### src/rtl/popcount_acc_pipe.sv
// Pipelined masked popcount with valid/ready flow control and optional per-frame accumulator.
// Define POPCOUNT_ACC_EN to build the accumulator, saturation and sticky overflow logic.
module popcount_acc_pipe #(
  parameter int unsigned WIDTH = 32,
  parameter int unsigned STAGE = 2,
  parameter int unsigned ACC_W = 16
) (
  input  logic                     clk,
  input  logic                     rst,
  input  logic                     in_valid,
  output logic                     in_ready,
  input  logic [WIDTH-1:0]         in_data,
  input  logic [WIDTH-1:0]         in_mask,
  input  logic                     in_mode,
  input  logic                     in_last,
  output logic                     out_valid,
  input  logic                     out_ready,
  output logic [$clog2(WIDTH):0]   out_cnt,
  output logic                     out_last,
  output logic [ACC_W-1:0]         out_acc,
  output logic                     out_ovf
);

  localparam int unsigned LEVEL = $clog2(WIDTH);
  localparam int unsigned CNT_W = LEVEL + 1;
  // Safe modulus divisor when STAGE is 0 (fully combinational tree).
  localparam int unsigned STG   = (STAGE == 0) ? 1 : STAGE;

  logic             advance;
  logic [WIDTH-1:0] eff;

  // Every tree level is carried at full count width so no carry is lost.
  logic [CNT_W-1:0] lvl      [0:LEVEL][WIDTH];
  logic             lvl_vld  [0:LEVEL];
  logic             lvl_last [0:LEVEL];

  logic             out_valid_q;
  logic             out_last_q;
  logic [CNT_W-1:0] out_cnt_q;

  assign advance  = ~out_valid_q | out_ready;
  assign in_ready = advance;
  assign eff      = (in_mode ? ~in_data : in_data) & in_mask;

  for (genvar j = 0; j < WIDTH; j++) begin : g_leaf
    assign lvl[0][j] = {{(CNT_W-1){1'b0}}, eff[j]};
  end
  assign lvl_vld[0]  = in_valid;
  assign lvl_last[0] = in_last;

  for (genvar l = 1; l <= LEVEL; l++) begin : g_lvl
    localparam int unsigned N = WIDTH >> l;
    logic [CNT_W-1:0] sum [N];

    for (genvar j = 0; j < N; j++) begin : g_add
      assign sum[j] = lvl[l-1][2*j] + lvl[l-1][2*j+1];
    end

    if ((STAGE != 0) && ((l % STG) == 0)) begin : g_reg
      logic [CNT_W-1:0] sum_q [N];
      logic             vld_q;
      logic             last_q;

      always_ff @(posedge clk) begin
        if (rst) begin
          vld_q  <= 1'b0;
          last_q <= 1'b0;
          for (int j = 0; j < N; j++) sum_q[j] <= '0;
        end else if (advance) begin
          vld_q  <= lvl_vld[l-1];
          last_q <= lvl_last[l-1];
          sum_q  <= sum;
        end
      end

      for (genvar j = 0; j < N; j++) begin : g_out
        assign lvl[l][j] = sum_q[j];
      end
      assign lvl_vld[l]  = vld_q;
      assign lvl_last[l] = last_q;
    end else begin : g_comb
      for (genvar j = 0; j < N; j++) begin : g_out
        assign lvl[l][j] = sum[j];
      end
      assign lvl_vld[l]  = lvl_vld[l-1];
      assign lvl_last[l] = lvl_last[l-1];
    end

    for (genvar j = N; j < WIDTH; j++) begin : g_pad
      assign lvl[l][j] = '0;
    end
  end

  always_ff @(posedge clk) begin
    if (rst) begin
      out_valid_q <= 1'b0;
      out_last_q  <= 1'b0;
      out_cnt_q   <= '0;
    end else if (advance) begin
      out_valid_q <= lvl_vld[LEVEL];
      out_last_q  <= lvl_vld[LEVEL] & lvl_last[LEVEL];
      out_cnt_q   <= lvl_vld[LEVEL] ? lvl[LEVEL][0] : '0;
    end
  end

  assign out_valid = out_valid_q;
  assign out_last  = out_last_q;
  assign out_cnt   = out_cnt_q;

`ifdef POPCOUNT_ACC_EN
  logic [ACC_W-1:0] acc_q;
  logic [ACC_W-1:0] acc_base;
  logic             ovf_q;
  logic             ovf_base;
  logic             frame_done;
  logic [ACC_W:0]   acc_sum;

  // A held last beat is only replaced on advance, which implies it was accepted.
  always_comb begin
    frame_done = out_valid_q & out_last_q;
    acc_base   = frame_done ? '0 : acc_q;
    ovf_base   = frame_done ? 1'b0 : ovf_q;
    acc_sum    = {1'b0, acc_base} + (ACC_W+1)'(lvl[LEVEL][0]);
  end

  always_ff @(posedge clk) begin
    if (rst) begin
      acc_q <= '0;
      ovf_q <= 1'b0;
    end else if (advance) begin
      if (lvl_vld[LEVEL]) begin
        acc_q <= acc_sum[ACC_W] ? '1 : acc_sum[ACC_W-1:0];
        ovf_q <= ovf_base | acc_sum[ACC_W];
      end else begin
        acc_q <= acc_base;
        ovf_q <= ovf_base;
      end
    end
  end

  assign out_acc = acc_q;
  assign out_ovf = ovf_q;
`else
  assign out_acc = '0;
  assign out_ovf = 1'b0;
`endif

endmodule

### config.mk
export PLATFORM = sky130hd
export DESIGN_NAME = popcount_acc_pipe
export DESIGN_NICKNAME = d
export VERILOG_FILES = /design/src/rtl/popcount_acc_pipe.sv
export SDC_FILE = /design/constraint.sdc
export NUM_CORES = 1
export LEC_CHECK = 0
export CAP_MARGIN = 20
export CORE_UTILIZATION = 51
export DETAILED_ROUTE_END_ITERATION = 8
export DONT_BUFFER_PORTS = 1
export PLACE_DENSITY_LB_ADDON = 0.15
export SYNTH_ARGS = -nofsm -noshare
export SYNTH_HDL_FRONTEND = slang
export SYNTH_SLANG_ARGS = --single-unit
### constraint.sdc
create_clock -name clk -period 4.9 [get_ports clk]
set_clock_uncertainty 0.2 [all_clocks]
set_input_delay 0.98 -clock clk [delete_from_list [all_inputs] [get_ports clk]]
set_output_delay 0.98 -clock clk [all_outputs]
set_load 0.01 [all_outputs]
=== After elaboration in Yosys (flattened, before gate mapping) ===
Cells that the tools add are included.

* Bitwise gates (word level): 5
* Add/sub/neg operators: 31
* Multiplexer cells: 2

{| class="wikitable"
|+ Operator list
! cell !! number
|-
| adder 6 bit || 7
|-
| adder 1 x 1 -> 2 bit || 16
|-
| bitwise AND 32 bit || 1
|-
| two-way mux 32 bit || 1
|-
| inverter 32 bit || 1
|-
| adder 2 x 2 -> 3 bit || 8
|-
| two-way mux 6 bit || 1
|-
| bitwise AND 1 bit || 1
|-
| inverter 1 bit || 1
|-
| OR 1 bit || 1
|}

* Register bits: 72
* Bits of input ports: 70
* Output and inout bits: 26
* Word-level logic and storage cells: 55

=== Depth between registers and ports, before layout ===
Gate-level depths: netlist of the first run.

* Depth after elaboration: 5
* Gate-level depth with buffers: 10
* Mapped depth without buffers: 10

=== Worst setup path after synthesis of the first run ===
Ideal clock, no wire load.

* Path kind: input-to-reg
* Start: input in_mode
* End: register g_lvl[2].g_reg.sum_q[25] (netlist name)
* Required time: 4630 ps
* Stages: 9
* Setup time: 70 ps
* Slack: 1937 ps
* Arrival time: 2693 ps
* Buffers on the path: 2
* Path through: buf_2 > buf_4 > xor2_1 > and2_1 > fa_1 > ha_1 > ha_1 > nand2_1 > a21oi_1

{| class="wikitable"
|+ RTL lines
! element !! RTL line !! RTL
|-
| from (decl) || 14 || <nowiki>input logic in_mode,</nowiki>
|-
| to (signal assigned) || 72 || <nowiki>sum_q <= sum;</nowiki>
|-
| to (decl) || 60 || <nowiki>logic [CNT_W-1:0] sum_q [N];</nowiki>
|}

=== Worst setup path in the final report of the first run ===
* Start: input out_ready
* End: output in_ready

* Word-level cells in the longest chain between the ends: 1

{| class="wikitable"
|+ RTL lines
! element !! RTL line !! RTL
|-
| from (decl) || 17 || <nowiki>input logic out_ready,</nowiki>
|-
| OR 1 bit || 41 || <nowiki>assign advance = ~out_valid_q | out_ready;</nowiki>
|-
| to (decl) || 11 || <nowiki>output logic in_ready,</nowiki>
|}

Every way passes these cells.

==> results of run 1 <==
## stage by stage
stage	std cells	setup slack, ns	cell area (um2)	hold WS (ns)	util (%)
after CTS	451	1.870	3297	0.2489	54.08
after floorplan	403	1.937	3364	0.2319	-
after global placement	443	1.886	3206	0.2348	52.59
after global routing	451	1.783	3297	0.2653	54.08
after detailed placement	443	1.875	3206	0.2372	52.59
final	451	1.893	3297	0.2487	54.08
## power by group through the flow
| stage | clock, uW | sequential, uW | combinational [uW] |
|---|---|---|---|
| final | 239 | 448 | 239 |
| after detailed placement | 0 | 457 | 243 |
| after CTS | 247 | 449 | 245 |
| after global placement | 0 | 456 | 242 |
| after floorplan | 0 | 446 | 222 |
| after global routing | 263 | 456 | 295 |
## synthesized netlist by cell type, drive strengths merged
library cell  instances  area (um2)
nor2                  8       30.03
buf                  35       256.5
dfxtp                46       920.9
clkbuf                1       3.750
xor2                 32       280.3
nor3                  4       20.02
a211oi                4       40.03
nand2                92       345.3
nor3b                 1       7.510
nand2b                2       12.51
a221oi                1       8.760
nand3b                3       22.52
nor4b                 2       23.77
conb                  1       3.750
a21oi                40       200.2
inv                  35       133.9
and2                 17       106.4
nand4                 1       6.260
nand3                 2       10.01
nor2b                 1       13.76
o21ai                 1       5.000
ha                   29       362.9
mux2i                 3       30.03
fa                   21       420.4
a21o                  3       22.52
xnor2                 2       17.52
## tightest hold or removal path, stage by stage (launching register included)
cell and delay, ns:
dfxtp_1 0.31, nand2_1 0.05, a21oi_1 0.05
## cell type report
type | instances | area, um2
Tap cell | 75 | 93.84
Sequential cell | 46 | 920.9
Clock inverter | 1 | 5.005
Fill cell | 563 | 2799
Multi-Input combinational cell | 286 | 2049
Clock buffer | 7 | 86.33
Inverter | 35 | 133.9
Timing Repair Buffer | 1 | 7.507
## state kept, by name, indices dropped and copies added, names as in the netlist
| register | flops |
|---|---|
| g_lvl.g_reg.sum_q | 34 |
| out_cnt | 6 |
| g_lvl.g_reg.last_q | 2 |
| g_lvl.g_reg.vld_q | 2 |
| out_last | 1 |
| out_valid | 1 |
## path summary, 6_finish.rpt
path                                    startpoint                              endpoint  slack (ns)  depth (start not counted)
max                                      out_ready                              in_ready        1.89                          3
min           g_lvl[2].g_reg.sum_q[8]$_SDFFE_PP0P_  g_lvl[2].g_reg.sum_q[8]$_SDFFE_PP0P_        0.25                          2
max reg2reg  g_lvl[2].g_reg.sum_q[25]$_SDFFE_PP0P_  g_lvl[4].g_reg.sum_q[9]$_SDFFE_PP0P_        2.18                         10
min reg2reg   g_lvl[2].g_reg.sum_q[8]$_SDFFE_PP0P_  g_lvl[2].g_reg.sum_q[8]$_SDFFE_PP0P_        0.25                          2
## cell families (layout without fill, tap and decap cells)
logic type / Yosys count / count (layout) / share of synthesized area [%]
xor gates and xnor gates: 34 / 34 / 9.012
DFF: 46 / 46 / 27.87
adders and majority gates: 50 / 50 / 23.70
buffers and inverters: 71 / 44 / 11.93
muxes: 3 / 3 / 0.9088
AOI/OAI and AO/OA: 49 / 49 / 8.368
other: 1 / 17 / 0.1135
and+or+nand+nor: 133 / 133 / 18.10
## metal layers
layer  up-vias  track usage [%]
li1       1156                -
met1       988            23.29
met2        77            27.36
met3         7            3.516
met4         0            6.207
met5         -                0
==> results.py, run 1 <==
metrics = {
    "status": {
        "outcome": "finished, final reports clean",
    },
    "drt": {
        "met1Wirelength_um": 2682,
        "drtPass1Iterations": 4,
        "wl_um": 5354,
        "postRouteAntennaNets": 0,
        "via_per_inst": 4.940,
        "wl_per_cell_um": 11.87,
        "drc": 0,
        "routed-via-count": 2228,
        "dr_wl_met2_um": 2266,
        "drt_iter0_drc": 87,
        "wl_met3_um": 329,
        "top_layer_used": "met4",
    },
    "finish": {
        "layout_commonest_cell": "nand2_1",
        "area_growth_pct": -0.2272,
        "diodes": 0,
        "drive_gt1_share_pct": 3.457,
        "final_cell_mix": "nand2_1, dfxtp_1, a21oi_1",
        "fin_nets": 495,
    },
    "sta": {
        "rsz0062_at_grt": "no",
        "period_share_pct": 61.37,
        "fmax_mhz": 332.6,
        "max_slew_margin_pct": 65.97,
        "min_period_ns": 3.007,
        "finalMaxSlewViolations": 0,
        "max_slew.worst_pin.slew_ns": 0.5105,
        "setup_viol": 0,
        "hold_viol": 0,
        "setup_tns_ns": 0,
    },
    "power": {
        "clock_power_share_pct": 25.8,
        "p_sw_share_pct": 30.46,
        "power.leakage_uw": 0.001539,
        "powerDensity_mw_per_mm2": 281.1,
        "switchingPower_uw": 282.3,
        "total_power_uw": 926.9,
        "p_comb_share_pct": 25.8,
        "p_seq_share_pct": 48.4,
        "vdd_drop_max_mv": 0.1678,
        "internal_power_uw": 644.6,
    },
    "floorplan": {
        "die_h_um": 82.50,
        "initial_utilization_pct": 54.21,
        "design.core.area_mm2": 0.006096,
        "row_count": 28,
        "fp.dieW_um": 82.50,
        "ios": 96,
        "dieArea_mm2": 0.006805,
    },
    "synthesis": {
        "avgSynthCellArea_um2": 8.539,
        "yosys_warnings": 0,
        "ys_ff_latch": 46,
        "ys_seq_area_share_pct": 27.87,
        "syn_area_mm2": 0.003304,
        "synth.distinct_cells": 31,
        "syn_inst": 387,
    },
    "clock_tree": {
        "cts_setup_buffers": 0,
        "cts_resized": 0,
        "insertion_delay_ns": 0.30,
        "htreeDepth": 2,
        "cts.root.buffer_cell": "clkbuf_8",
        "clock_sinks": 46,
        "ctsHoldBuffers": 0,
        "clkTransAtPathRegs_ns": 0.08,
        "cts_tree": "yes",
        "cts_buffers": 5,
        "cts_max_path_buffers": 2,
    },
    "worst_setup_path": {
        "critPathArrivalTime_ns": 1.83,
        "crit_path_cell_trace": "nor2b_4, buf_4, inv_4",
        "endpoint_kind": "primary output",
        "critPathKind": "primary input to primary output",
        "critPathLaunchType": "primary input",
        "critPathSlowestCell": "buf_4",
        "slowest_delay_ns": 0.43,
        "cp.required_ns": 3.72,
        "critPathBufInv": 2,
        "cp_top_family": "buffers and inverters",
        "critical_path_peak_fanout": 49,
    },
    "grt": {
        "grt_pass1_vias": 2017,
        "grtUsageTotal_pct": 17.26,
        "grt_first_pass_wirelength_um": 8921,
        "grt_max_degree": 51,
        "antenna_found_initial": 0,
        "overflow": 0,
    },
    "min_path": {
        "hp-class": "flip-flop to flip-flop",
    },
    "flow_run": {
        "maxCapViolCount": 0,
    },
    "placed_design": {
        "portBuffers": 0,
        "dp_hpwl_um": 3960,
        "gp_congestion": 0.7580,
    },
}
Note: power is estimated with default switching activity, not from simulation.
==> run 2, diff against run 1 <==
==> constraint.sdc (replaced) <==
create_clock -name clk -period 2.5 [get_ports clk]
set_clock_uncertainty 0.2 [all_clocks]
set_input_delay 0.5 -clock clk [delete_from_list [all_inputs] [get_ports clk]]
set_output_delay 0.5 -clock clk [all_outputs]
set_load 0.01 [all_outputs]
==> results.py, run 2 (synthesis gave the netlist of run 1 again) <==
metrics = {
    "power": {
        "power.leakage_uw": 0.001541,
        "internal_power_uw": 1243,
        "p_sw_share_pct": 30.85,
        "p_seq_share_pct": 48.8,
        "switchingPower_uw": 554.3,
        "total_power_uw": 1797,
        "p_comb_share_pct": 27.4,
        "powerDensity_mw_per_mm2": 540.5,
        "clock_power_share_pct": 23.9,
        "vdd_drop_max_mv": 0.3830,
    },
    "sta": {
        "whs_ns": 0.06621,
        "hold_viol": 0,
        "worst_slack_ns": -0.1095,
        "setup_viol": 4,
        "period_share_pct": 104.4,
        "finalMaxSlewViolations": 0,
        "fmax_mhz": 383.2,
        "rsz0062_at_grt": "yes",
        "min_period_ns": 2.609,
    },
    "status": {
        "outcome": "complete, but fails checks",
        "violations": "setup timing",
    },
    "clock_tree": {
        "clock_sinks": 46,
        "insertion_delay_ns": 0.30,
        "cts_buffers": 5,
        "cts_tree": "yes",
        "clkTransAtPathRegs_ns": 0.08,
        "htreeDepth": 2,
        "cts.root.buffer_cell": "clkbuf_8",
        "cts_max_path_buffers": 2,
        "ctsHoldBuffers": 0,
        "cts_setup_buffers": 0,
    },
    "drt": {
        "wl_um": 5643,
        "drtPass1Iterations": 4,
        "wl_per_cell_um": 12.54,
        "drt_iter0_drc": 64,
        "routed-via-count": 2250,
        "via_per_inst": 5.000,
        "drc": 0,
        "postRouteAntennaNets": 0,
    },
    "grt": {
        "use_met2_pct": 29.92,
        "met3_usage_pct": 3.626,
        "grt_max_degree": 51,
        "grtUsageTotal_pct": 18.39,
        "grt_pass1_vias": 2124,
        "antenna_found_initial": 0,
        "overflow": 0,
        "grt_first_pass_wirelength_um": 9308,
        "grt_use_met1_pct": 23.92,
        "grt.busiest_layer": "met2",
    },
    "worst_setup_path": {
        "critPathArrivalTime_ns": 2.65,
        "critPathKind": "flip-flop to flip-flop",
        "endpoint_kind": "flip-flop",
        "cp.required_ns": 2.54,
        "critPathLaunchType": "flip-flop",
        "critical_path_peak_fanout": 2,
    },
    "flow_run": {
        "maxCapViolCount": 0,
    },
    "placed_design": {
        "portBuffers": 0,
        "gp_congestion": 0.7388,
        "dp.cells": 443,
        "dp_hpwl_um": 4090,
    },
    "floorplan": {
        "fp.dieW_um": 82.50,
        "row_count": 28,
        "dieArea_mm2": 0.006805,
        "die_h_um": 82.50,
        "ios": 96,
        "design.core.area_mm2": 0.006096,
        "initial_utilization_pct": 54.21,
    },
    "finish": {
        "layout_commonest_cell": "nand2_1",
        "area_growth_pct": 0.6059,
        "drive_gt1_share_pct": 8.533,
        "fin_nets": 495,
        "final_cell_mix": "nand2_1, dfxtp_1, a21oi_1",
        "regMostFlops": "g_lvl.g_reg.sum_q",
        "layout.cells.non_filler": 450,
        "diodes": 0,
        "largest_reg_flops": 34,
    },
    "min_path": {
        "hp-class": "primary input to flip-flop",
    },
}
## run 2: layout make-up
type,count,area [um2]
Inverter,35,133.9
Fill cell,590,2771
Clock buffer,7,76.32
Tap cell,75,93.84
Multi-Input combinational cell,286,2085
Sequential cell,46,928.4
Timing Repair Buffer,1,7.507
## run 2: what timing repair did
item                       4_1_cts  5_1_grt
pin swaps                        6       12
gates resized for setup          7       11
cloned                           0        0
setup endpoints to repair        6        6
## run 2: critical path, stage by stage, from the launching register on
cell	delay (ns)
dfxtp_2	0.34
inv_2	0.04
fa_1	0.53
inv_1	0.05
fa_1	0.49
ha_2	0.20
inv_2	0.04
fa_2	0.34
xnor2_2	0.12
nand2_1	0.07
a21oi_2	0.12
## run 2: power groups by stage
stage                     Combinational (uW)  Sequential [uW]  Clock, uW
final                                    492              877        429
after global routing                     595              892        476
after CTS                                496              878        447
after detailed placement                 485              893          0
after global placement                   476              893          0
after floorplan                          437              874          0
## run 2: final timing paths
check / from / to / slack, ns / cells after the start
max: g_lvl[2].g_reg.sum_q[25]$_SDFFE_PP0P_ / g_lvl[4].g_reg.sum_q[9]$_SDFFE_PP0P_ / -0.11 / 10
min: rst / out_cnt[1]$_SDFFE_PP0P_ / 0.07 / 1
max reg2reg: g_lvl[2].g_reg.sum_q[25]$_SDFFE_PP0P_ / g_lvl[4].g_reg.sum_q[9]$_SDFFE_PP0P_ / -0.11 / 10
min reg2reg: g_lvl[2].g_reg.sum_q[2]$_SDFFE_PP0P_ / g_lvl[2].g_reg.sum_q[2]$_SDFFE_PP0P_ / 0.25 / 2
## run 2: per-stage QoR
stage | worst slack, ns | area, um2 | util [%] | setup TNS, ns
final | -0.1095 | 3324 | 54.54 | -0.3263
after global routing | -0.2262 | 3324 | 54.54 | -0.8633
after CTS | -0.1432 | 3293 | 54.02 | -0.3681
after detailed placement | -0.1352 | 3211 | 52.67 | -0.4199
after global placement | -0.06365 | 3211 | 52.67 | -0.1975
after floorplan | 0.004788 | 3369 | - | 0
## run 2: routing by layer
layer / share of wire [%] / wire, um
met1: 48 / 2736
met5: 0 / 0
met2: 44 / 2488
met3: 5.8 / 328
met4: 1.6 / 89
==> run 3, diff against run 2 <==
--- a/config.mk
+++ b/config.mk
@@ -7,6 +7,7 @@
 export LEC_CHECK = 0
 export CAP_MARGIN = 20
 export CORE_UTILIZATION = 51
+export CTS_CLUSTER_DIAMETER = 30
 export DETAILED_ROUTE_END_ITERATION = 8
 export DONT_BUFFER_PORTS = 1
 export PLACE_DENSITY_LB_ADDON = 0.15
==> results of run 3 <==
No change in the layout: final DEF, timing and power equal those of run 2.
==> variant (flow settings as in run 3) <==
Build with the macro `POPCOUNT_ACC_EN` defined.
--- a/src/rtl/popcount_acc_pipe.sv
+++ b/src/rtl/popcount_acc_pipe.sv
@@ -1,5 +1,7 @@
 // Pipelined masked popcount with valid/ready flow control and optional per-frame accumulator.
 // Define POPCOUNT_ACC_EN to build the accumulator, saturation and sticky overflow logic.
+`define POPCOUNT_ACC_EN
+
 module popcount_acc_pipe #(
   parameter int unsigned WIDTH = 32,
   parameter int unsigned STAGE = 2,
Formal check against the unedited RTL: not equivalent (a bounded check fails within 4 cycles, from zero or initial values and one cycle with rst high).
==> variant against run 3 <==
- synthesized area rose by 30%
- worst setup slack got worse by 0.35 ns
- design area rose by 56%
- maximum frequency fell by 12%
- first-iteration DRC count rose by 77%
- total power rose by 66%
- critical path type unchanged
- sequential cell count rose by 17
- die area rose by 30%
- the run still ends with setup timing left
- wire length rose by 84%
==> variant: results (changes against run 3) <==
[yosys]
synth_commonest_cells = 108 x nand2_1, 63 x dfxtp_1, 49 x a21oi_1
yosys.area_share.xor_xnor_pct = 8.333  ; -0.68 points
ys_seq_area_share_pct = 29.27  ; +1.4 points
synth_mux_area_share_pct = 0.4646  ; -0.44 points
synth.area.top_cells = dfxtp_1 29%, fa_1 10%, ha_1 9.6%
yosysUniqueCellTypes = 57  ; +84%
synth_compound_area_share_pct = 17.13  ; +8.8 points

[route]
met1_length_mm = 4.215  ; +54%
wl_mm = 10.40  ; +84%
met3_wirelength_um = 615  ; +88%

[layout]
seq_share_pct = 24.78  ; -3.1 points
nClkBuffers = 12  ; +5
final_nets = 672  ; +36%
seq_cells = 63  ; +37%
nonClockInverterCount = 29  ; -17%
n_all_buffers = 51  ; +50
final_design_area_no_fill_um2 = 5175  ; +56%

[critical_path]
cp_data_arrival_time_ns = 3.03  ; +0.38 ns
slowest_delay_ns = 0.38  ; -0.15 ns

[sta]
fin_ws_ns = -0.4560  ; -0.3465 ns
setup_viol = 19  ; +15

[global_routing]
grt_pass1_vias = 3402  ; +60%
grt_max_degree = 63  ; +24%
use_met2_pct = 41.24  ; +11 points
grt_use_met3_pct = 5.906  ; +2.3 points

[power]
power_leakage_nw = 2.231  ; +45%
irDropWorstVdd_mv = 0.2663  ; -30%

[floorplan]
core_um2 = 8217  ; +35%

[place]
gp_congestion = 0.8712  ; +18%
place_area_um2 = 4693  ; +46%
dp_hpwl_mm = 7.223  ; +77%

[status]
status = finished with violations
violations = setup timing

[clock_network]
cts_buffers = 9  ; +4

==> variant: repair_timing <==
action / CTS / global route
hold endpoints to repair: 8 / 6
gates resized for setup: 16 / 19
endpoints found under the setup margin: 21 / 20
hold buffers: 5 / 6
setup buffers: 6 / 1
pin swaps: 26 / 20
==> variant: kinds of logic (layout without fill, tap and decap cells) <==
group	count (synthesis)	count (layout)
and+or+nand+nor	188	188
xor gates and xnor gates	41	41
DFF	63	63
AOI/OAI and AO/OA	106	106
muxes	2	2
adders and majority gates	56	56
buffers and inverters	56	96
==> variant: where the power goes <==
group | internal (W) | leakage [nW] | total, W | switching, W
clock | 0.000416 | 0.0848 | 0.000839 | 0.000423
sequential | 0.00111 | 0.519 | 0.00119 | 0.0000834
combinational | 0.000484 | 1.63 | 0.000946 | 0.000463
==> variant: critical path: cells and delay by family (launching register included) <==
kind | cells | cell delay [ns]
AOI/OAI and AO/OA | 5 | 1.10
adders and majority gates | 3 | 0.88
DFF | 1 | 0.34
and+or+nand+nor | 1 | 0.20
xor gates and xnor gates | 1 | 0.17
==> variant: path summary, 6_finish.rpt <==
check	cells past startpoint	end	startpoint	slack, ns
worst max-delay path	10	out_acc[6]$_SDFFE_PP0P_	g_lvl[4].g_reg.sum_q[6]$_SDFFE_PP0P_	-0.46
worst min-delay path	1	out_acc[0]$_SDFFE_PP0P_	rst	0.02
worst max register to register	10	out_acc[6]$_SDFFE_PP0P_	g_lvl[4].g_reg.sum_q[6]$_SDFFE_PP0P_	-0.46
worst min register to register	2	g_lvl[2].g_reg.sum_q[42]$_SDFFE_PP0P_	g_lvl[2].g_reg.sum_q[42]$_SDFFE_PP0P_	0.26
